==> src/rtl/cmem_fill.sv <==
// cmem_fill: splits an L2 line-fill request into BUS_W-wide beat reads and reassembles the line.
// Define CMEM_FILL_TIMEOUT_EN to add the idle watchdog, fill_err output and late-beat discard.
module cmem_fill #(
  parameter int LINE_W = 512,
  parameter int BUS_W  = 64,
  parameter int ADDR_W = 64 - $clog2(LINE_W/8)
`ifdef CMEM_FILL_TIMEOUT_EN
  , parameter int TIMEOUT = 1024
`endif
) (
  input  logic              clk,
  input  logic              rst,
  input  logic [ADDR_W-1:0] b_addr_c,
  input  logic              b_rd_c,
  output logic [LINE_W-1:0] b_rdata_c,
  output logic              b_dv_c,
  output logic [63:0]       m_addr,
  output logic              m_rd,
  input  logic              m_gnt,
  input  logic [BUS_W-1:0]  m_rdata,
  input  logic              m_rvalid,
  output logic              busy
`ifdef CMEM_FILL_TIMEOUT_EN
  , output logic            fill_err
`endif
);

  localparam int BEATS = LINE_W / BUS_W;
  localparam int IW    = $clog2(BEATS);
  localparam int CW    = IW + 1;
  localparam int OW    = $clog2(BUS_W / 8);
  localparam logic [CW-1:0] LAST = CW'(BEATS - 1);

  typedef enum logic [1:0] {IDLE, ISSUE, DRAIN, DONE} state_t;

  state_t            r_state, w_next;
  logic [ADDR_W-1:0] r_blk;
  logic [CW-1:0]     r_iss, r_rx;
  logic [LINE_W-1:0] r_line;
  logic              w_active, w_acc, w_cap, w_last_gnt, w_last_rx, w_timeout;

  assign w_active   = (r_state == ISSUE) || (r_state == DRAIN);
  assign w_acc      = (r_state == ISSUE) && m_gnt;
  assign w_last_gnt = w_acc && (r_iss == LAST);
  assign w_last_rx  = w_cap && (r_rx == LAST);

  assign m_rd      = (r_state == ISSUE);
  assign m_addr    = {r_blk, r_iss[IW-1:0], {OW{1'b0}}};
  assign busy      = (r_state != IDLE);
  assign b_dv_c    = (r_state == DONE);
  assign b_rdata_c = r_line;

`ifdef CMEM_FILL_TIMEOUT_EN
  localparam int WW = $clog2(TIMEOUT + 1);

  logic [WW-1:0] r_wdog;
  logic [CW-1:0] r_disc;
  logic          r_err;

  // Beats left over from a timed-out fill are swallowed before anything new is captured.
  assign w_cap     = w_active && m_rvalid && (r_disc == '0);
  assign w_timeout = w_active && !w_acc && !m_rvalid && (r_wdog == WW'(TIMEOUT - 1));
  assign fill_err  = (r_state == DONE) && r_err;

  always_ff @(posedge clk) begin
    if (rst) begin
      r_wdog <= '0;
      r_disc <= '0;
      r_err  <= 1'b0;
    end else begin
      if (r_state == IDLE && b_rd_c)
        r_err <= 1'b0;
      if (w_active && !w_acc && !m_rvalid)
        r_wdog <= r_wdog + WW'(1);
      else
        r_wdog <= '0;
      if (w_timeout) begin
        r_disc <= r_iss - r_rx;
        r_err  <= 1'b1;
      end else if (m_rvalid && r_disc != '0) begin
        r_disc <= r_disc - CW'(1);
      end
    end
  end
`else
  assign w_cap     = w_active && m_rvalid;
  assign w_timeout = 1'b0;
`endif

  always_comb begin
    w_next = r_state;
    case (r_state)
      IDLE:    if (b_rd_c) w_next = ISSUE;
      ISSUE: begin
        if (w_timeout)       w_next = DONE;
        else if (w_last_gnt) w_next = w_last_rx ? DONE : DRAIN;
      end
      DRAIN:   if (w_last_rx || w_timeout) w_next = DONE;
      DONE:    w_next = IDLE;
      default: w_next = IDLE;
    endcase
  end

  // The line buffer is not cleared between fills so the last line stays readable.
  always_ff @(posedge clk) begin
    if (rst) begin
      r_state <= IDLE;
      r_blk   <= '0;
      r_iss   <= '0;
      r_rx    <= '0;
      r_line  <= '0;
    end else begin
      r_state <= w_next;
      if (r_state == IDLE && b_rd_c) begin
        r_blk <= b_addr_c;
        r_iss <= '0;
        r_rx  <= '0;
      end
      if (w_acc)
        r_iss <= r_iss + CW'(1);
      if (w_cap) begin
        r_line[r_rx[IW-1:0]*BUS_W +: BUS_W] <= m_rdata;
        r_rx <= r_rx + CW'(1);
      end
`ifdef CMEM_FILL_TIMEOUT_EN
      if (w_timeout) begin
        for (int k = 0; k < BEATS; k++)
          if (CW'(k) >= r_rx) r_line[k*BUS_W +: BUS_W] <= '0;
      end
`endif
    end
  end

endmodule

==> config.mk <==
export PLATFORM = sky130hd
export DESIGN_NAME = cmem_fill
export DESIGN_NICKNAME = d
export VERILOG_FILES = /design/src/rtl/cmem_fill.sv
export SDC_FILE = /design/constraint.sdc
export NUM_CORES = 1
export LEC_CHECK = 0
export CAP_MARGIN = 30
export CORE_AREA = 2 2 275 277
export DETAILED_ROUTE_END_ITERATION = 7
export DIE_AREA = 0 0 277 279
export GPL_TIMING_DRIVEN = 0
export HOLD_SLACK_MARGIN = 0.02
export PLACE_DENSITY = 0.52
export SLEW_MARGIN = 10
export SYNTH_ARGS = -nofsm -noshare
export SYNTH_HDL_FRONTEND = slang
export SYNTH_SLANG_ARGS = --single-unit
==> constraint.sdc <==
create_clock -name clk -period 5.2 [get_ports clk]
set_clock_uncertainty 0.15 [all_clocks]
set_input_delay 0.52 -clock clk [delete_from_list [all_inputs] [get_ports clk]]
set_output_delay 0.52 -clock clk [all_outputs]
set_load 0.03 [all_outputs]
### Word-level counts from Yosys, hierarchy flattened

Cells that the tools add are included.

* register bits: 580
* input bits: 127
* output and inout port bits: 579
* word-level logic and storage cells: 38

* $add $sub $neg: 3
* equal/unequal tests: 8
* shift operators: 2
* muxes and demuxes: 9
* reductions and logical operators: 11

Operators by type and width (count)
* bitwise mux 512 bit: 1
* variable shift 64 x 34 -> 512 bit, first input constant: 1
* indexed part select 64 x 34 -> 512 bit: 1
* negator 9 -> 34 bit: 1
* two-way mux 4 bit: 3
* adder 4 x 1 -> 4 bit, second input constant: 2
* == test 4 x 3 -> 1 bit, second input constant: 2
* case mux 2 bit (4 select lines): 1
* two-way mux 2 bit: 3
* nonzero test 2 bit: 3
* logical AND 1 bit: 5
* == test 2 bit, second input constant: 2
* inequality test 2 bit, second input constant: 2
* AND reduction 3 bit: 1
* == test 2 x 1 -> 1 bit, second input constant: 1
* zero test 2 bit: 1
* inequality test 2 x 1 -> 1 bit, second input constant: 1
* logical OR 1 bit: 1
* two-way mux 1 bit: 1

### Depth between registers and ports, before layout

* depth in word-level cells: 7
* depth in mapped cells: 10
* depth with buffers taken out: 7

### Least setup slack after synthesis

No wires, ideal clock.

* path type: register to register
* from: reg r_rx[0]
* to: reg r_line[280], in the netlist b_rdata_c[280]
* data arrival time: 2.163 ns
* data required time: 4.918 ns
* setup slack: 2.755 ns
* stages on the path, launching flop included: 11
* period minus slack after synthesis: 2.445 ns
* cells stage by stage: dfxtp_1 > inv_1 > ha_1 > ha_1 > buf_6 > inv_6 > or4_1 > buf_2 > clkbuf_1 > nand2_1 > a21oi_1

* cells in the longest elaborated chain, start to end: 3
* elaborated cells between the ends (all ways): 4

Ends and longest elaborated chain
* start, declared: line 38 `logic [CW-1:0] r_iss, r_rx;`
* start signal, assigned: line 123 `r_rx <= r_rx + CW'(1);`
* negator 9 -> 34 bit *: line 122 `r_line[r_rx[IW-1:0]*BUS_W +: BUS_W] <= m_rdata;`
* indexed part select 64 x 34 -> 512 bit / variable shift 64 x 34 -> 512 bit (equally long branches): line 122
* bitwise mux 512 bit *: line 122
* end signal, assigned by index: line 122
* end, declared: line 39 `logic [LINE_W-1:0] r_line;`

Mark *: on every way between the ends. The rest lies on a longest branch, timed or not.
A chain may end at the register's enable or synchronous reset.

### Final worst setup path

* from: reg r_rx[0]
* to: reg r_line[205], in the netlist b_rdata_c[205]

The elaborated chain is that of the path after synthesis.

==> metrics <==
status completed; Leak 10.39 nW; CTS tree built; core area 0.07407 mm²; count of flip-flops with a built-in enable after synthesis 0; Final Max Slew Viols 0; Residual DRC 0; top_reg_cell synth dfxtp_1; setup_tns 0 ns; synthesized area 0.02160 mm²; power per cell area 387.5 mW/mm²; Die Area 0.07728 mm²; switch share 31.75%; Critical Path RT 5.57 ns; Worst setup EP type flip-flop; Slew HR 33.55%; pin count of the biggest net entering global routing 13; post-layout util 42.71%; number of buffers on the longest clock path 3; Logic pwr share 20.4%; crit path kind reg -> reg; Hold Crit Class in -> reg; clock share of power 40.8%; Placed Cells 4,305; ratio of cells with drive above 1 in the final layout 7.472%; max cap viols 0; via count 22,020; Clock transition at path regs 0.06 ns; drt first-iter violations 1,507; hold path cells 3; first drt pass iteration count 5; multi-input logic area 0.008378 mm²; Rows 100; FF-to-FF path depth 8; Worst R2R End b_rdata_c[205]; P_int 0.008367 W; #FFs+latches synth 580; Seq pwr share 38.9%; Synth Warn # 0; critical-path maximum fanout 10; Syn Inst Count 2,690; WL/cell 24.13 µm; Starting Density 29.16%; Num Clock Sinks 580; Die Y 279 µm; Die Span X 277 µm; RSZ-0062 raised after global routing no; Ant. Diodes 0; Hold EP b_rdata_c[42]; num ports 706; Least-Margin Pin Slew 0.9936 ns; final std cells w/o fill 4,422; flop2flop setup slack 1.76 ns; Detailed Route WL 106,700 µm; GRT Total Usage 26.53%; post-DP HPWL 78,870 µm; worst hold start m_rdata[42]; Fin. Hold Viols 0; Worst R2R Start r_rx[0]; kind of start point of the critical path flip-flop; H-tree depth 3; # nets final 3,546; final setup vio count 0; clk root buf clkbuf_16; cts bufs inserted 69; antenna violations before repair 3; post-synthesis async set-or-reset flop share 0%; hold-fix buffers at CTS 0; vias in the first global route 20,780; NetSw 0.003892 W; GP Congestion 0.8186; Final ANT Viol Nets 0; Max Fclk 0.2907 GHz; Layout area overhead 46.46%; GRT Residual Overflow 0; syn_area_per_cell 8.030 µm²; VDD IR max 0.0002067 V; Cell variety after synth 42; cts repair resizes 0; sequential fraction of the synthesis area 53.76%; Clk Latency, worst-skew pair 0.61 ns; register area 0.01161 mm²; Via density 4.979; PortBufs 637; FILL cells 7,619; fin crit share 66.16%; first-pass GRT wire length 150,400 µm; shortest period the worst path allows 3.441 ns; Setup Fix Bufs, Post-CTS 0; crit path DAT 3.81 ns
## power by group through the flow
| stage | combinational [W] | sequential [W] | clock, W |
|---|---|---|---|
| after floorplan | 0.00101 | 0.00522 | 0 |
| after global placement | 0.00249 | 0.00485 | 0 |
| after detailed placement | 0.00250 | 0.00486 | 0 |
| after CTS | 0.00250 | 0.00476 | 0.00507 |
| after global routing | 0.00266 | 0.00478 | 0.00527 |
| final | 0.00250 | 0.00476 | 0.00500 |
## through the flow
| step | worst slack [ns] | total power, W | cell area [µm²] | hold slack [ns] |
|---|---|---|---|---|
| finish | 1.759 | 0.01226 | 31630 | 0.08649 |
| detailed placement | 1.713 | 0.007355 | 29310 | 0.2956 |
| floorplan | 2.755 | 0.006227 | 21610 | 0.3030 |
| global route | 1.526 | 0.01272 | 31630 | 0.06914 |
| CTS | 1.676 | 0.01234 | 31610 | 0.05102 |
| global placement | 1.217 | 0.007341 | 29200 | 0.2901 |
## cells by family after synthesis
kind of cell,count (synthesis),synth area share [%]
AOI/OAI and AO/OA,588,13.72
xor gates and xnor gates,1,0.04056
adders and majority gates,10,0.5793
buffers and inverters,317,7.502
DFF,580,53.76
muxes,1,0.05213
other,1,0.01736
and+or+nand+nor,1192,24.34
## critical path, cell delays in order (launching register included)
cell      delay (ns)
dfxtp_1         0.47
inv_1           0.14
ha_1            0.24
ha_1            0.22
nor2_1          0.67
buf_2           0.45
clkbuf_1        0.62
nand3_1         0.20
a21oi_1         0.18
## per-layer routing
layer / track usage (%) / wire (µm) / up-vias / share of wire, %
li1: - / - / 10470 / -
met1: 33.42 / 44650 / 10620 / 42
met5: 0 / 0 / - / 0
met3: 6.585 / 7994 / 165 / 7.5
met2: 43.71 / 50270 / 766 / 47
met4: 10.10 / 3783 / 0 / 3.5
## cells in the mapped netlist, drive strengths merged, types with 2 or more instances
library cell,instances,area [µm²]
or4b,2,20.02
nor4b,2,17.52
nand4,48,300.3
clkbuf,175,656.9
and2,2,12.51
inv,7,31.28
dfxtp,580,11610
buf,135,932.1
a21oi,578,2893
and3,2,12.51
nand2,699,2624
ha,10,125.1
or3,2,12.51
o21ai,3,15.01
nor2,11,43.80
nand4b,3,26.28
nor3,6,57.55
nand3,408,2042
## worst max-delay path by stage
stage               startpoint             end  slack (ns)
detailed placement     r_rx[0]  b_rdata_c[205]        1.71
floorplan              r_rx[0]  b_rdata_c[280]        2.75
CTS                    r_rx[0]  b_rdata_c[205]        1.68
finish                 r_rx[0]  b_rdata_c[205]        1.76
global placement       r_rx[0]  b_rdata_c[301]        1.22
global route           r_rx[0]  b_rdata_c[211]        1.53
## state kept, by name, summed over array words and instances (netlist names)
name / cells
r_state: 2
b_rdata_c: 512
r_blk: 58
r_rx: 4
r_iss: 4
## cells in the final DEF, fill, tap and decap left out, types with 3 or more instances in the layout
| cell type | count |
|---|---|
| buf_6 | 22 |
| nor3_1 | 3 |
| inv_6 | 3 |
| clkdlybuf4s50_1 | 637 |
| clkbuf_16 | 70 |
| ha_1 | 10 |
| bufinv_16 | 6 |
| clkbuf_1 | 182 |
| dfxtp_1 | 580 |
| nor2_1 | 9 |
| buf_1 | 4 |
| nand4b_1 | 3 |
| inv_1 | 6 |
| buf_8 | 5 |
| buf_2 | 55 |
| conb_1 | 3 |
| nand3_1 | 408 |
| nand2_1 | 699 |
| o21ai_0 | 3 |
| a21oi_1 | 578 |
| nand4_1 | 48 |
| clkinv_2 | 7 |
| clkinv_8 | 3 |
| buf_4 | 57 |
| clkbuf_8 | 16 |
| clkbuf_2 | 4 |
## final cells by class
type                            instances  share of cell area (%)
Timing Repair Buffer                  646                   20.59
Clock buffer                           97                   6.364
Buffer                                310                   5.039
Multi-Input combinational cell       1795                   26.48
Clock inverter                         18                  0.8899
Inverter                                7                 0.09888
Sequential cell                       580                   36.70
Tap cell                              969                   3.833
(Power assumes the default switching activity.)
==> patch 1: new RTL, config.mk and constraints unchanged <==
Change the parameter `BUS_W` from 64 to 128.
--- a/src/rtl/cmem_fill.sv
+++ b/src/rtl/cmem_fill.sv
@@ -2,7 +2,7 @@
 // Define CMEM_FILL_TIMEOUT_EN to add the idle watchdog, fill_err output and late-beat discard.
 module cmem_fill #(
   parameter int LINE_W = 512,
-  parameter int BUS_W  = 64,
+  parameter int BUS_W  = 128,
   parameter int ADDR_W = 64 - $clog2(LINE_W/8)
 `ifdef CMEM_FILL_TIMEOUT_EN
   , parameter int TIMEOUT = 1024
Ports: changed (resized m_rdata); port bits go from 706 to 770. The function was not compared with the original's and may differ.
==> patch 1 against the unedited design <==
  * Sequential cell count is 2 lower
  * Area after synthesis fell by 9.8%
  * Total power is 3.8% higher
  * Sequential share of layout area up 0.88 points
  * Cell count is 12% lower
  * Routed wire length fell by 13%
  * Setup slack got worse by 0.16 ns
  * Design area fell by 2.7%
  * Synthesized cell count is 25% lower
==> patch 1: results (changes against the unedited design) <==
Max stage delay on crit path 0.57 ns (was 0.67 ns); CTS buffer count 68 (was 69); post-placement setup slack 1.41 ns (was 1.71 ns); wire per inst 23.8 um (was 24.1 um); library cells used by synthesis 26 (was 42); hold crit path type reg2reg (was in2reg); H-tree depth 3 (unchanged); VDD IR-drop max 0.238 mV (was 0.207 mV); vias per cell 4.88 (was 4.98); Longest Clk Path Bufs 3 (unchanged); layout cell share with drive strength beyond 1 5.77% (was 7.47%); Slew @ Worst Pin 0.788 ns (was 0.994 ns); final net count 3072 (was 3546); port bufs 764 (was 637); leak pwr 11.0 nW (was 10.4 nW); Detailed Place HPWL 71100 um (was 78900 um); fillers 7278 (was 7619); GPL Wtd Cong 0.862 (was 0.819); largest net degree at the start of global routing 13 (unchanged); Vias 19.0k (was 22.0k); Syn Area/Cell 9.66 sq um (was 8.03 sq um); post-CTS sizing 0 (unchanged); dominant cells by area after synthesis dfxtp_1 (59%), a22oi_1 (17%), nor2_1 (8.7%), a22o_1 (3.4%), clkbuf_1 (2.7%) (was dfxtp_1 (54%), a21oi_1 (13%), nand2_1 (12%), nand3_1 (9.5%), clkbuf_1 (3.0%)); Commonest cells post-synth dfxtp_1 (578), nor2_1 (450), a22oi_1 (438) (was nand2_1 (699), dfxtp_1 (580), a21oi_1 (578)); first-pass GRT wire length 131000 um (was 150000 um); worst-skew pair later-pin latency 0.59 ns (was 0.61 ns); All-Layer GR Usage 22.8% (was 26.5%); fraction of the yosys area taken by sequential cells 59.4% (was 53.8%); Arr. time, crit path 3.99 ns (was 3.81 ns); main flop type after synthesis dfxtp_1 (unchanged); outcome finished clean (unchanged); Starting DRT DRC Count 1286 (was 1507); CP max-delay cell buf_2 (was nor2_1); initial antenna violation count 11 (was 3)
## patch 1: metrics by stage
| stage | util [%] | cell area, sq um | power [mW] |
|---|---|---|---|
| 2_1_floorplan | - | 19500 | 6.60 |
| 3_3_place_gp | 38.3 | 28400 | 7.95 |
| 3_5_place_dp | 38.5 | 28500 | 8.02 |
| 4_1_cts | 41.5 | 30800 | 12.9 |
| 5_1_grt | 41.6 | 30800 | 13.2 |
| 6_report | 41.6 | 30800 | 12.7 |
## patch 1: metal layers
layer	wire length [um]	part of all wire (%)	global-route usage, %	up-vias
li1	-	-	-	8833
met1	37700	41	27.6	9233
met2	44900	49	38.7	764
met3	7000	7.6	6.11	145
met4	2880	3.1	8.67	4
met5	21	0.023	0	-
## patch 1: area by class of cell
type	count	area (sq um)	area share, %
plain buffers	192	802	2.60
flip-flops and latches	578	11600	37.6
clock buffers	97	1950	6.34
diodes	9	22.5	0.0731
inverters	7	26.3	0.0853
clock inverters	20	279	0.906
well taps	969	1210	3.94
repair buffers	776	7820	25.4
multi-input cells	1244	7100	23.1
## patch 1: path summary, 6_finish.rpt
check        startpoint             end  slack, ns  cells after the start
max reg2reg     r_rx[0]  b_rdata_c[350]       1.60                      8
max             r_rx[0]  b_rdata_c[350]       1.60                      8
min           r_blk[44]       r_blk[44]       0.30                      2
min reg2reg   r_blk[44]       r_blk[44]       0.30                      2
## patch 1: worst reg2reg max path: stages (launching register included)
cell     delay, ns
dfxtp_1       0.55
inv_1         0.19
ha_1          0.43
nand2_1       0.12
nor4_4        0.43
nor3b_2       0.54
buf_2         0.57
buf_2         0.38
a22o_1        0.19
## patch 1: report_power, final
part	total [mW]	internal (mW)	switching [mW]	leakage [nW]
Clock	4.80	2.87	1.93	1.10
Sequential	4.92	4.73	0.189	4.67
Combinational	3.01	1.05	1.96	5.21
## patch 1: kinds of logic after synthesis
logic type      after synthesis  synth area share [%]
fa+ha+maj                    14                 0.899
simple gates                642                  13.3
buf+inv                     199                  4.23
flops                       578                  59.4
compound gates              584                  22.2
other cells                   1                0.0192
==> patch 2: new RTL, config.mk and constraints unchanged <==
Made on the original files. Re-encode `state_t` (4 states) as Gray code, 2 bits wide.
--- a/src/rtl/cmem_fill.sv
+++ b/src/rtl/cmem_fill.sv
@@ -31,7 +31,7 @@
   localparam int OW    = $clog2(BUS_W / 8);
   localparam logic [CW-1:0] LAST = CW'(BEATS - 1);
 
-  typedef enum logic [1:0] {IDLE, ISSUE, DRAIN, DONE} state_t;
+  typedef enum logic [1:0] {IDLE = 2'b00, ISSUE = 2'b01, DRAIN = 2'b11, DONE = 2'b10} state_t;
 
   state_t            r_state, w_next;
   logic [ADDR_W-1:0] r_blk;
Formal check against the unedited RTL: same outputs for any inputs over 4 cycles, from zero or initial values and one cycle with rst high; so few cycles prove little.
==> patch 2 against the unedited design <==
  * Area after synthesis increased by 6.5%
  * Design area rose by 6.2%
  * Setup slack worse by 0.38 ns
  * Count of clock-buffer cells in the layout grew 4
  * Fmax shrank 9.9%
  * Sequential cell count stayed put
  * Routed wire length grew 5.3%
  * Critical path type unchanged
  * Highest routed layer unchanged
Power is not compared: it rests on default switching activity, and its combinational part moved more than twofold at a synthesized area within 25%.
==> patch 2: results (changes against the unedited design) <==
outcome finished clean (unchanged); final net count 3470 (was 3546); crit path max fanout 10 (unchanged); # clk buffers 101 (was 97); inverters 4 (was 7); Seq pwr share 43.2%; XOR/XNOR Fraction of Synth Area 0.0381% (was 0.0405%); Worst-path clk slew 0.06 ns (about the same); Starting DRT DRC Count 1591 (was 1507); Max stage delay on crit path 0.77 ns (was 0.67 ns); dominant cells by area after synthesis dfxtp_1 (50%), a21oi_1 (8.4%), mux2i_1 (8.4%), o21ai_0 (5.7%), nand2b_1 (5.3%) (was dfxtp_1 (54%), a21oi_1 (13%), nand2_1 (12%), nand3_1 (9.5%), clkbuf_1 (3.0%)); n_diodes 2 (was 0); Max-slew headroom 29.9% (was 33.5%); main flop type after synthesis dfxtp_1 (unchanged); CP max-delay cell clkbuf_1 (was nor2_1); fraction of the yosys area taken by sequential cells 50.5% (was 53.8%); Largest register FFs 512 (unchanged); Vias 23.0k (was 22.0k); library cells used by synthesis 43 (was 42); hold crit path type in2reg (unchanged); initial antenna violation count 2 (was 3); Arr. time, crit path 4.19 ns (was 3.81 ns); Clock-cell share 6.83% (was 7.25%); number of global-route vias before repair 22.5k (was 20.8k); VDD IR-drop max 0.200 mV; Commonest cells post-synth dfxtp_1 (580), a21oi_1 (386), o21ai_0 (260) (was nand2_1 (699), dfxtp_1 (580), a21oi_1 (578)); Post-Synth Adder-Cell Area 0.272% (was 0.579%); non-clk buf share 25.4% (was 25.6%); fillers 7219 (was 7619); area occupied by multi-input gates 9920 sq um (was 8380 sq um); layout cell share with drive strength beyond 1 7.32% (was 7.47%); All-Layer GR Usage 27.7% (was 26.5%); CTS buffer count 68 (was 69); WL final 112000 um (was 107000 um); Detailed Place HPWL 86200 um (was 78900 um); post-synthesis mux area share 8.35% (was 0.0521%); multi-input gates 1702 (was 1795); Synth Area in Compound Gates 15.6% (was 13.7%); GPL Wtd Cong 0.934 (was 0.819); first-pass GRT wire length 158000 um (was 150000 um); port bufs 700 (was 637); Non-clock buffers 982 (was 956)
patch 2: cell families after synthesis:
family | count (synthesis)
simple gates | 790
compound gates | 711
flops | 580
buf+inv | 282
mux | 192
fa+ha+maj | 5
other cells | 1
xor+xnor | 1
patch 2: per-layer routing:
layer / GRT usage (%) / part of all wire, % / wire, um / vias to the layer above
met2: 45.8 / 47 / 52900 / 909
met3: 7.87 / 7.6 / 8590 / 191
met5: 0 / 0 / 0 / -
li1: - / - / - / 10600
met4: 10.9 / 4.0 / 4550 / 0
met1: 34.1 / 41 / 46300 / 11300
patch 2: worst paths after layout:
kind,start,end,slack [ns],depth (start not counted)
setup / recovery,r_rx[0],b_rdata_c[482],1.38,12
hold / removal,m_rvalid,r_rx[2],0.13,3
setup reg to reg,r_rx[0],b_rdata_c[482],1.38,12
hold reg to reg,r_blk[32],r_blk[32],0.30,2
patch 2: worst reg2reg max path, stage by stage (launching register included):
cell and delay (ns):
dfxtp_1 0.34, buf_4 0.19, buf_4 0.26, buf_2 0.37, inv_1 0.13, ha_1 0.24, ha_1 0.29, buf_4 0.16
or2_2 0.11, clkbuf_1 0.77, clkbuf_1 0.40, o21ai_0 0.17, a21oi_1 0.17
patch 2: stage by stage:
step                instances  hold slack, ns  area (sq um)  setup WS [ns]  utilization, %
CTS                      4358          0.0938         33600           1.41            45.3
global route             4360           0.125         33600           1.20            45.4
floorplan                2564           0.291         23000           2.62               -
finish                   4361           0.131         33600           1.38            45.4
global placement         4233           0.294         31200           1.28            42.2
detailed placement       4236           0.296         31300           1.45            42.2
